===== src/rtl/sid_reg_scheduler_pkg.sv =====
// Shared types for the SID register write-port scheduler: register address,
// buffered host write entry and the registered SID bus beat.
package sid_reg_scheduler_pkg;

  typedef logic [4:0] sid_addr_t;

  // 0x19..0x1F are read-only (pots, osc3, env3); host writes there are rejected.
  localparam sid_addr_t REG_RO_BASE = 5'h19;

  typedef struct packed {
    sid_addr_t   addr;
    logic [7:0]  data;
  } host_wr_t;

  typedef struct packed {
    logic        cs;
    logic        we;
    logic        oe;
    sid_addr_t   addr;
    logic [7:0]  data;
    logic        src;
  } sid_bus_t;

endpackage


===== src/rtl/sid_reg_scheduler_if.sv =====
// CPU bus, host write port and SID register bus grouped for the scheduler.
interface sid_reg_scheduler_if #(
  parameter int unsigned ADDR_W  = 5,
  parameter int unsigned LEVEL_W = 4
);
  logic              slot;
  logic              cpu_cs;
  logic              cpu_we;
  logic              cpu_oe;
  logic [ADDR_W-1:0] cpu_addr;
  logic [7:0]        cpu_data;
  logic              host_valid;
  logic              host_ready;
  logic [ADDR_W-1:0] host_addr;
  logic [7:0]        host_data;
  logic              host_clr;
  logic              host_err;
  logic              sid_cs;
  logic              sid_we;
  logic              sid_oe;
  logic [ADDR_W-1:0] sid_addr;
  logic [7:0]        sid_data;
  logic              sid_src;
  logic [LEVEL_W-1:0] fifo_level;

  modport master (
    output slot, cpu_cs, cpu_we, cpu_oe, cpu_addr, cpu_data,
    output host_valid, host_addr, host_data, host_clr,
    input  host_ready, host_err,
    input  sid_cs, sid_we, sid_oe, sid_addr, sid_data, sid_src, fifo_level
  );

  modport slave (
    input  slot, cpu_cs, cpu_we, cpu_oe, cpu_addr, cpu_data,
    input  host_valid, host_addr, host_data, host_clr,
    output host_ready, host_err,
    output sid_cs, sid_we, sid_oe, sid_addr, sid_data, sid_src, fifo_level
  );
endinterface


===== src/rtl/sid_wr_fifo.sv =====
// Synchronous FIFO of buffered host writes; extra occupancy bit separates full
// from empty, pointers wrap modulo Depth (power of two).
module sid_wr_fifo
  import sid_reg_scheduler_pkg::*;
#(
  parameter int unsigned Depth = 8,
  localparam int unsigned PtrW = $clog2(Depth),
  localparam int unsigned LevelW = PtrW + 1
) (
  input  logic              clk_i,
  input  logic              rst_ni,
  input  logic              push_i,
  input  logic              pop_i,
  input  logic              clr_i,
  input  host_wr_t          wdata_i,
  output logic              full_o,
  output logic              empty_o,
  output logic [LevelW-1:0] level_o,
  output logic [LevelW-1:0] level_next_o,
  output host_wr_t          head_o
);

  host_wr_t          mem_q [Depth];
  logic [PtrW-1:0]   wptr_d, wptr_q, rptr_d, rptr_q;
  logic [LevelW-1:0] level_d, level_q;
  logic              do_push, do_pop;

  assign full_o       = (level_q == LevelW'(Depth));
  assign empty_o      = (level_q == '0);
  assign level_o      = level_q;
  assign level_next_o = level_d;
  assign head_o       = mem_q[rptr_q];

  always_comb begin
    do_push = push_i && !full_o && !clr_i;
    do_pop  = pop_i && !empty_o;
    wptr_d  = wptr_q;
    rptr_d  = rptr_q;
    level_d = level_q;
    if (clr_i) begin
      // Head was already read this cycle; clearing only drops what remains.
      wptr_d  = '0;
      rptr_d  = '0;
      level_d = '0;
    end else begin
      if (do_push) wptr_d = wptr_q + PtrW'(1);
      if (do_pop)  rptr_d = rptr_q + PtrW'(1);
      level_d = level_q + LevelW'(do_push) - LevelW'(do_pop);
    end
  end

  always_ff @(posedge clk_i or negedge rst_ni) begin
    if (!rst_ni) begin
      wptr_q  <= '0;
      rptr_q  <= '0;
      level_q <= '0;
    end else begin
      wptr_q  <= wptr_d;
      rptr_q  <= rptr_d;
      level_q <= level_d;
    end
  end

  always_ff @(posedge clk_i) begin
    if (do_push) mem_q[wptr_q] <= wdata_i;
  end

endmodule


===== src/rtl/sid_reg_scheduler.sv =====
// Shares the SID register bus between the C64 CPU (absolute priority) and a
// buffered host write port that only uses slots the CPU leaves idle.
module sid_reg_scheduler
  import sid_reg_scheduler_pkg::*;
#(
  parameter int unsigned FIFO_DEPTH = 8,
  parameter int unsigned ADDR_W     = 5
) (
  input logic               clk,
  input logic               res_n,
  sid_reg_scheduler_if.slave bus
);

  localparam int unsigned LevelW = $clog2(FIFO_DEPTH) + 1;

  logic              cpu_grant, accept, addr_ok, push, pop;
  logic              full, empty;
  logic [LevelW-1:0] level, level_next;
  logic              ready_d, ready_q, err_d, err_q;
  host_wr_t          wr_entry, head;
  sid_bus_t          sid_d, sid_q;

  always_comb begin
    cpu_grant = bus.slot && bus.cpu_cs && (bus.cpu_we || bus.cpu_oe);
    accept    = bus.host_valid && bus.host_ready;
    addr_ok   = (bus.host_addr < ADDR_W'(REG_RO_BASE));
    push      = accept && addr_ok && !full;
    err_d     = accept && !addr_ok;
    pop       = bus.slot && !cpu_grant && !empty;
    wr_entry  = '{addr: sid_addr_t'(bus.host_addr), data: bus.host_data};
    // Registered from next-state occupancy so a pop never reaches ready combinationally.
    ready_d   = (level_next < LevelW'(FIFO_DEPTH));

    sid_d = '0;
    if (cpu_grant) begin
      sid_d.cs   = 1'b1;
      sid_d.we   = bus.cpu_we;
      sid_d.oe   = bus.cpu_oe;
      sid_d.addr = sid_addr_t'(bus.cpu_addr);
      sid_d.data = bus.cpu_data;
      sid_d.src  = 1'b0;
    end else if (pop) begin
      sid_d.cs   = 1'b1;
      sid_d.we   = 1'b1;
      sid_d.addr = head.addr;
      sid_d.data = head.data;
      sid_d.src  = 1'b1;
    end
  end

  sid_wr_fifo #(
    .Depth (FIFO_DEPTH)
  ) u_fifo (
    .clk_i        (clk),
    .rst_ni       (res_n),
    .push_i       (push),
    .pop_i        (pop),
    .clr_i        (bus.host_clr),
    .wdata_i      (wr_entry),
    .full_o       (full),
    .empty_o      (empty),
    .level_o      (level),
    .level_next_o (level_next),
    .head_o       (head)
  );

  always_ff @(posedge clk or negedge res_n) begin
    if (!res_n) begin
      sid_q   <= '0;
      ready_q <= 1'b0;
      err_q   <= 1'b0;
    end else begin
      sid_q   <= sid_d;
      ready_q <= ready_d;
      err_q   <= err_d;
    end
  end

  assign bus.host_ready = ready_q && !bus.host_clr;
  assign bus.host_err   = err_q;
  assign bus.sid_cs     = sid_q.cs;
  assign bus.sid_we     = sid_q.we;
  assign bus.sid_oe     = sid_q.oe;
  assign bus.sid_addr   = ADDR_W'(sid_q.addr);
  assign bus.sid_data   = sid_q.data;
  assign bus.sid_src    = sid_q.src;
  assign bus.fifo_level = level;

endmodule


===== src/flat_wrapper.sv =====
// flat-port wrapper written by rule: the top's interface ports become plain ports
module sid_reg_scheduler_flat import sid_reg_scheduler_pkg::*;
#(
  parameter int unsigned FIFO_DEPTH = 8,
  parameter int unsigned ADDR_W     = 5
)
  (clk, res_n, bus_slot, bus_cpu_cs, bus_cpu_we, bus_cpu_oe, bus_cpu_addr, bus_cpu_data, bus_host_valid, bus_host_addr, bus_host_data, bus_host_clr, bus_host_ready, bus_host_err, bus_sid_cs, bus_sid_we, bus_sid_oe, bus_sid_addr, bus_sid_data, bus_sid_src, bus_fifo_level);
  sid_reg_scheduler_if #(.ADDR_W(ADDR_W), .LEVEL_W(4)) bus_i ();
  input logic clk;
  input logic res_n;
  input wire logic [$bits(bus_i.slot)-1:0] bus_slot;
  input wire logic [$bits(bus_i.cpu_cs)-1:0] bus_cpu_cs;
  input wire logic [$bits(bus_i.cpu_we)-1:0] bus_cpu_we;
  input wire logic [$bits(bus_i.cpu_oe)-1:0] bus_cpu_oe;
  input wire logic [$bits(bus_i.cpu_addr)-1:0] bus_cpu_addr;
  input wire logic [$bits(bus_i.cpu_data)-1:0] bus_cpu_data;
  input wire logic [$bits(bus_i.host_valid)-1:0] bus_host_valid;
  input wire logic [$bits(bus_i.host_addr)-1:0] bus_host_addr;
  input wire logic [$bits(bus_i.host_data)-1:0] bus_host_data;
  input wire logic [$bits(bus_i.host_clr)-1:0] bus_host_clr;
  output wire logic [$bits(bus_i.host_ready)-1:0] bus_host_ready;
  output wire logic [$bits(bus_i.host_err)-1:0] bus_host_err;
  output wire logic [$bits(bus_i.sid_cs)-1:0] bus_sid_cs;
  output wire logic [$bits(bus_i.sid_we)-1:0] bus_sid_we;
  output wire logic [$bits(bus_i.sid_oe)-1:0] bus_sid_oe;
  output wire logic [$bits(bus_i.sid_addr)-1:0] bus_sid_addr;
  output wire logic [$bits(bus_i.sid_data)-1:0] bus_sid_data;
  output wire logic [$bits(bus_i.sid_src)-1:0] bus_sid_src;
  output wire logic [$bits(bus_i.fifo_level)-1:0] bus_fifo_level;
  assign bus_i.slot = bus_slot;
  assign bus_i.cpu_cs = bus_cpu_cs;
  assign bus_i.cpu_we = bus_cpu_we;
  assign bus_i.cpu_oe = bus_cpu_oe;
  assign bus_i.cpu_addr = bus_cpu_addr;
  assign bus_i.cpu_data = bus_cpu_data;
  assign bus_i.host_valid = bus_host_valid;
  assign bus_i.host_addr = bus_host_addr;
  assign bus_i.host_data = bus_host_data;
  assign bus_i.host_clr = bus_host_clr;
  assign bus_host_ready = bus_i.host_ready;
  assign bus_host_err = bus_i.host_err;
  assign bus_sid_cs = bus_i.sid_cs;
  assign bus_sid_we = bus_i.sid_we;
  assign bus_sid_oe = bus_i.sid_oe;
  assign bus_sid_addr = bus_i.sid_addr;
  assign bus_sid_data = bus_i.sid_data;
  assign bus_sid_src = bus_i.sid_src;
  assign bus_fifo_level = bus_i.fifo_level;
  sid_reg_scheduler #(.FIFO_DEPTH(FIFO_DEPTH), .ADDR_W(ADDR_W)) u_core (.clk(clk), .res_n(res_n), .bus(bus_i));
endmodule

===== config.mk =====
export PLATFORM = sky130hd
export DESIGN_NAME = sid_reg_scheduler_flat
export DESIGN_NICKNAME = d
export VERILOG_FILES = /design/src/rtl/sid_reg_scheduler_pkg.sv /design/src/rtl/sid_reg_scheduler_if.sv /design/src/rtl/sid_wr_fifo.sv /design/src/rtl/sid_reg_scheduler.sv /design/src/flat_wrapper.sv
export SDC_FILE = /design/constraint.sdc
export NUM_CORES = 1
export LEC_CHECK = 0
export ABC_CLOCK_PERIOD_IN_PS = 2500
export CORE_ASPECT_RATIO = 1.75
export CORE_MARGIN = 1.5
export CORE_UTILIZATION = 45
export CTS_CLUSTER_DIAMETER = 80
export DETAILED_ROUTE_END_ITERATION = 12
export PLACE_DENSITY = 0.78
export SKIP_LAST_GASP = 1
export SLEW_MARGIN = 20
export SYNTH_ARGS = -nofsm -noshare
export SYNTH_HDL_FRONTEND = slang
export SYNTH_SLANG_ARGS = --single-unit

===== constraint.sdc =====
create_clock -name clk -period 2.5 [get_ports clk]
set_input_delay 0.5 -clock clk [delete_from_list [all_inputs] [get_ports clk]]
set_output_delay 0.5 -clock clk [all_outputs]
set_load 0.01 [all_outputs]

==> impl_metrics.env <==
export IMPL_outcome="completed"
export IMPL_hold_class="in2reg"
export IMPL_cp_slowest_stage_delay_ns=0.39
export IMPL_ir_drop_uv=698
export IMPL_period_share=0.978
export IMPL_row_count=52
export IMPL_synth_compound_area_frac=0.0235
export IMPL_synth_edf_count=104
export IMPL_port_buffers=56
export IMPL_start_util=0.459
export IMPL_die_w_um=84.7
export IMPL_async_flop_share=0.218
export IMPL_drt_pass1_iterations=4
export IMPL_synth_fa_ha_area_frac=0.0228
export IMPL_wire_per_inst_um=20.0
export IMPL_clockBufferDepth=2
export IMPL_critPathTopFamily="simple AND/OR/NAND/NOR gates"
export IMPL_synth_area_leaders="edfxtp_1 (59%), dfrtp_1 (14%), mux4_2 (8.6%)"
export IMPL_cts_tree="built"
export IMPL_grt_pass1_vias=3067
export IMPL_ys_flop_type="edfxtp_1"
export IMPL_syn_avg_cell_area_um2=18.9
export IMPL_required_ns=2.80
export IMPL_cts_made_buffers=17
export IMPL_ioPinCount=57
export IMPL_tightest_slew_ns=0.571
export IMPL_slew_headroom=0.619
export IMPL_yosys_warnings=0
export IMPL_worstPathMaxFanout=3
export IMPL_yosys_register_bits=133
export IMPL_post_place_ws_ns=-0.579
export IMPL_fin_skew_ns=0.0140
export IMPL_yosys_area_share_xor_xnor=0.00666
export IMPL_post_route_min_period_ns=2.44
export IMPL_globalRouteTotalUtil=0.180
export IMPL_ant_nets=0
export IMPL_vias=2737
export IMPL_die_area_um2=12400
export IMPL_grt_max_degree=30
export IMPL_critical_path_slowest_cell="dfrtp_1"
export IMPL_synth_area_mux_share=0.142
export IMPL_setup_slack_ns=0.0562
export IMPL_synth_simple_area_share=0.0495
export IMPL_p_per_area_nw_per_um2=953
export IMPL_endpoint_kind="flip-flop"
export IMPL_final_nets=414
export IMPL_htreeDepth=4
export IMPL_netlist_area_um2=5260
export IMPL_routed_via_density=5.27
export IMPL_drive_above_1_share=0.247
export IMPL_r2r_slack_ns=0.06
export IMPL_synthToLayoutAreaGrowth_pct=30.4
export IMPL_synth_top_area_frac=0.594
export IMPL_drv_cap=0
export IMPL_antenna_cells=0
export IMPL_clk_latency_ns=0.42
export IMPL_max_freq_mhz=409
export IMPL_clk_pin_slew_ns=0.06
export IMPL_drc=0
export IMPL_overflow=0
export IMPL_netlist_instances=279
export IMPL_grt_antenna_before_repair=0
export IMPL_grt_pass1_wl_um=16100
export IMPL_cp_cell_sequence="inv_2 > ha_1 > nor3b_2 > and4bb_1 > inv_1 > ha_2 > inv_2 > ha_1 > a21o_1 > a21oi_2 > xnor2_2 > or2_4"
export IMPL_final_max_slew_viol_count=0
export IMPL_p_leak_nw=2.46
export IMPL_synthDistinctLibCells=38
export IMPL_final_util=0.599
export IMPL_seq_area_frac_synth=0.732
export IMPL_drt_iter0_drc=175
export IMPL_worst_setup_path_start_kind="flip-flop"
export IMPL_cts_hold_buf=0
export IMPL_syn_nets=322
export IMPL_die_y_um=146
export IMPL_crit_type="reg2reg"
export IMPL_post_dp_cell_area_um2=6210
export IMPL_cp_num_buf_inv=3
export IMPL_coreArea_um2=11500
export IMPL_gp_congestion=0.752
export IMPL_final_area_um2=6860
export IMPL_finalHoldViolations=0
export IMPL_place_hpwl_um=6580
export IMPL_finalSetupViolCount=0
export IMPL_yosysTopAreaCell="edfxtp_1"
export IMPL_wirelength_um=10400
export IMPL_synth_top_family_by_area="multiplexers"
export IMPL_clkSinkCount=133
export IMPL_worstPathArrival_ns=2.74
export IMPL_cts_root_buf="clkbuf_16"
## cell usage in the layout (no fill, tap or decap), types with 3 or more instances in the layout
cell | synthesis | layout
edfxtp_1 | 104 | 104
clkdlybuf4s50_1 | 0 | 52
dfrtp_1 | 29 | 29
buf_4 | 1 | 22
nand2_1 | 21 | 21
mux4_2 | 20 | 20
clkbuf_16 | 0 | 17
mux2i_1 | 14 | 14
o21ai_1 | 13 | 13
nor2_1 | 11 | 11
buf_12 | 1 | 7
mux4_1 | 6 | 6
inv_1 | 9 | 5
ha_1 | 8 | 5
inv_2 | 0 | 4
bufinv_16 | 0 | 4
clkinvlp_4 | 0 | 4
nor2b_1 | 3 | 3
nand2b_1 | 3 | 3
## report_power, final
part           total [mW]  switching [mW]  internal [mW]
clock network        2.53           0.866           1.66
registers            2.65          0.0915           2.56
logic                1.36           0.591          0.769
total                6.54            1.55           4.99
## cell usage after synthesis (2+ instances only)
| cell | count |
|---|---|
| dfrtp_1 | 29 |
| clkbuf_1 | 3 |
| inv_1 | 9 |
| nand2b_1 | 3 |
| nand2_1 | 21 |
| o21ai_1 | 13 |
| o21ai_0 | 2 |
| edfxtp_1 | 104 |
| xor2_1 | 2 |
| ha_1 | 8 |
| nor3_2 | 2 |
| and3_1 | 2 |
| nand3_1 | 2 |
| nor2b_1 | 3 |
| xnor2_1 | 2 |
| mux2i_1 | 14 |
| mux4_2 | 20 |
| mux4_1 | 6 |
| buf_2 | 5 |
| nor2_1 | 11 |
## worst reg2reg max path, cell delays in order (launching register included)
cell	delay [ns]
dfrtp_1	0.39
inv_2	0.09
ha_1	0.16
nor3b_2	0.21
and4bb_1	0.25
inv_1	0.06
ha_2	0.16
inv_2	0.04
ha_1	0.27
a21o_1	0.19
a21oi_2	0.19
xnor2_2	0.09
or2_4	0.22
## logic make-up after synthesis
kind of cell    count (synthesis)
mux                            40
fa+ha+maj                       9
buf+inv                        21
flops                         133
xor+xnor                        4
compound gates                 21
simple gates                   51
## layer usage
layer,vias up,track usage,wire length (um)
li1,1268,-,-
met1,1365,0.186,3750
met2,88,0.326,5940
met3,16,0.0514,431
met4,0,0.0903,250
met5,-,0,0
## path summary, 6_finish.rpt
kind | cells past startpoint | startpoint | endpoint
worst max-delay path | 12 | u_core.u_fifo.level_o[2]$_DFF_PN0_ | u_core.ready_q$_DFF_PN0_
worst min-delay path | 1 | bus_host_addr[2] | u_core.u_fifo.mem_q[7][10]$_DFFE_PP_
worst max register to register | 12 | u_core.u_fifo.level_o[2]$_DFF_PN0_ | u_core.ready_q$_DFF_PN0_
worst min register to register | 2 | u_core.u_fifo.wptr_q[0]$_DFFE_PN0P_ | u_core.u_fifo.wptr_q[0]$_DFFE_PN0P_
max in group asynchronous | 2 | res_n | u_core.bus.sid_data[5]$_DFF_PN0_
min in group asynchronous | 2 | res_n | u_core.bus.sid_addr[3]$_DFF_PN0_
## state kept, by name, indices dropped and copies added (netlist names)
register	cells
u_core.bus.sid_we	1
u_core.u_fifo.level_o	4
u_core.bus.host_err	1
u_core.bus.sid_oe	1
u_core.bus.sid_src	1
u_core.u_fifo.wptr_q	3
u_core.bus.sid_addr	5
u_core.u_fifo.mem_q	104
u_core.bus.sid_cs	1
u_core.u_fifo.rptr_q	3
u_core.ready_q	1
u_core.bus.sid_data	8
## final cells by class
class	count	area, um^2
clock buffers	19	433
clock inverters	13	181
fillers	800	4590
inverters	9	33.8
multi-input cells	125	1330
flip-flops and latches	133	3850
well taps	135	169
repair buffers	85	861
## per-stage QoR
stage	total power, mW	setup TNS, ns	std cells	hold WS [ns]
2_1_floorplan	3.51	0	279	0.204
3_3_place_gp	3.95	-17.65	485	0.579
3_5_place_dp	4.00	-25.27	485	0.596
4_1_cts	6.54	0	517	0.474
5_1_grt	6.81	-0.0457	519	0.406
6_report	6.54	0	519	0.380
## what timing repair did
item                       4_1_cts  5_1_grt
buffers inserted                 0        2
resized for setup                3        7
setup endpoints to repair        4        1
hold endpoints to repair         0        0
gates cloned                     0        0
pin swaps                        2        4
No activity file was read; power rests on OpenSTA's default activity.
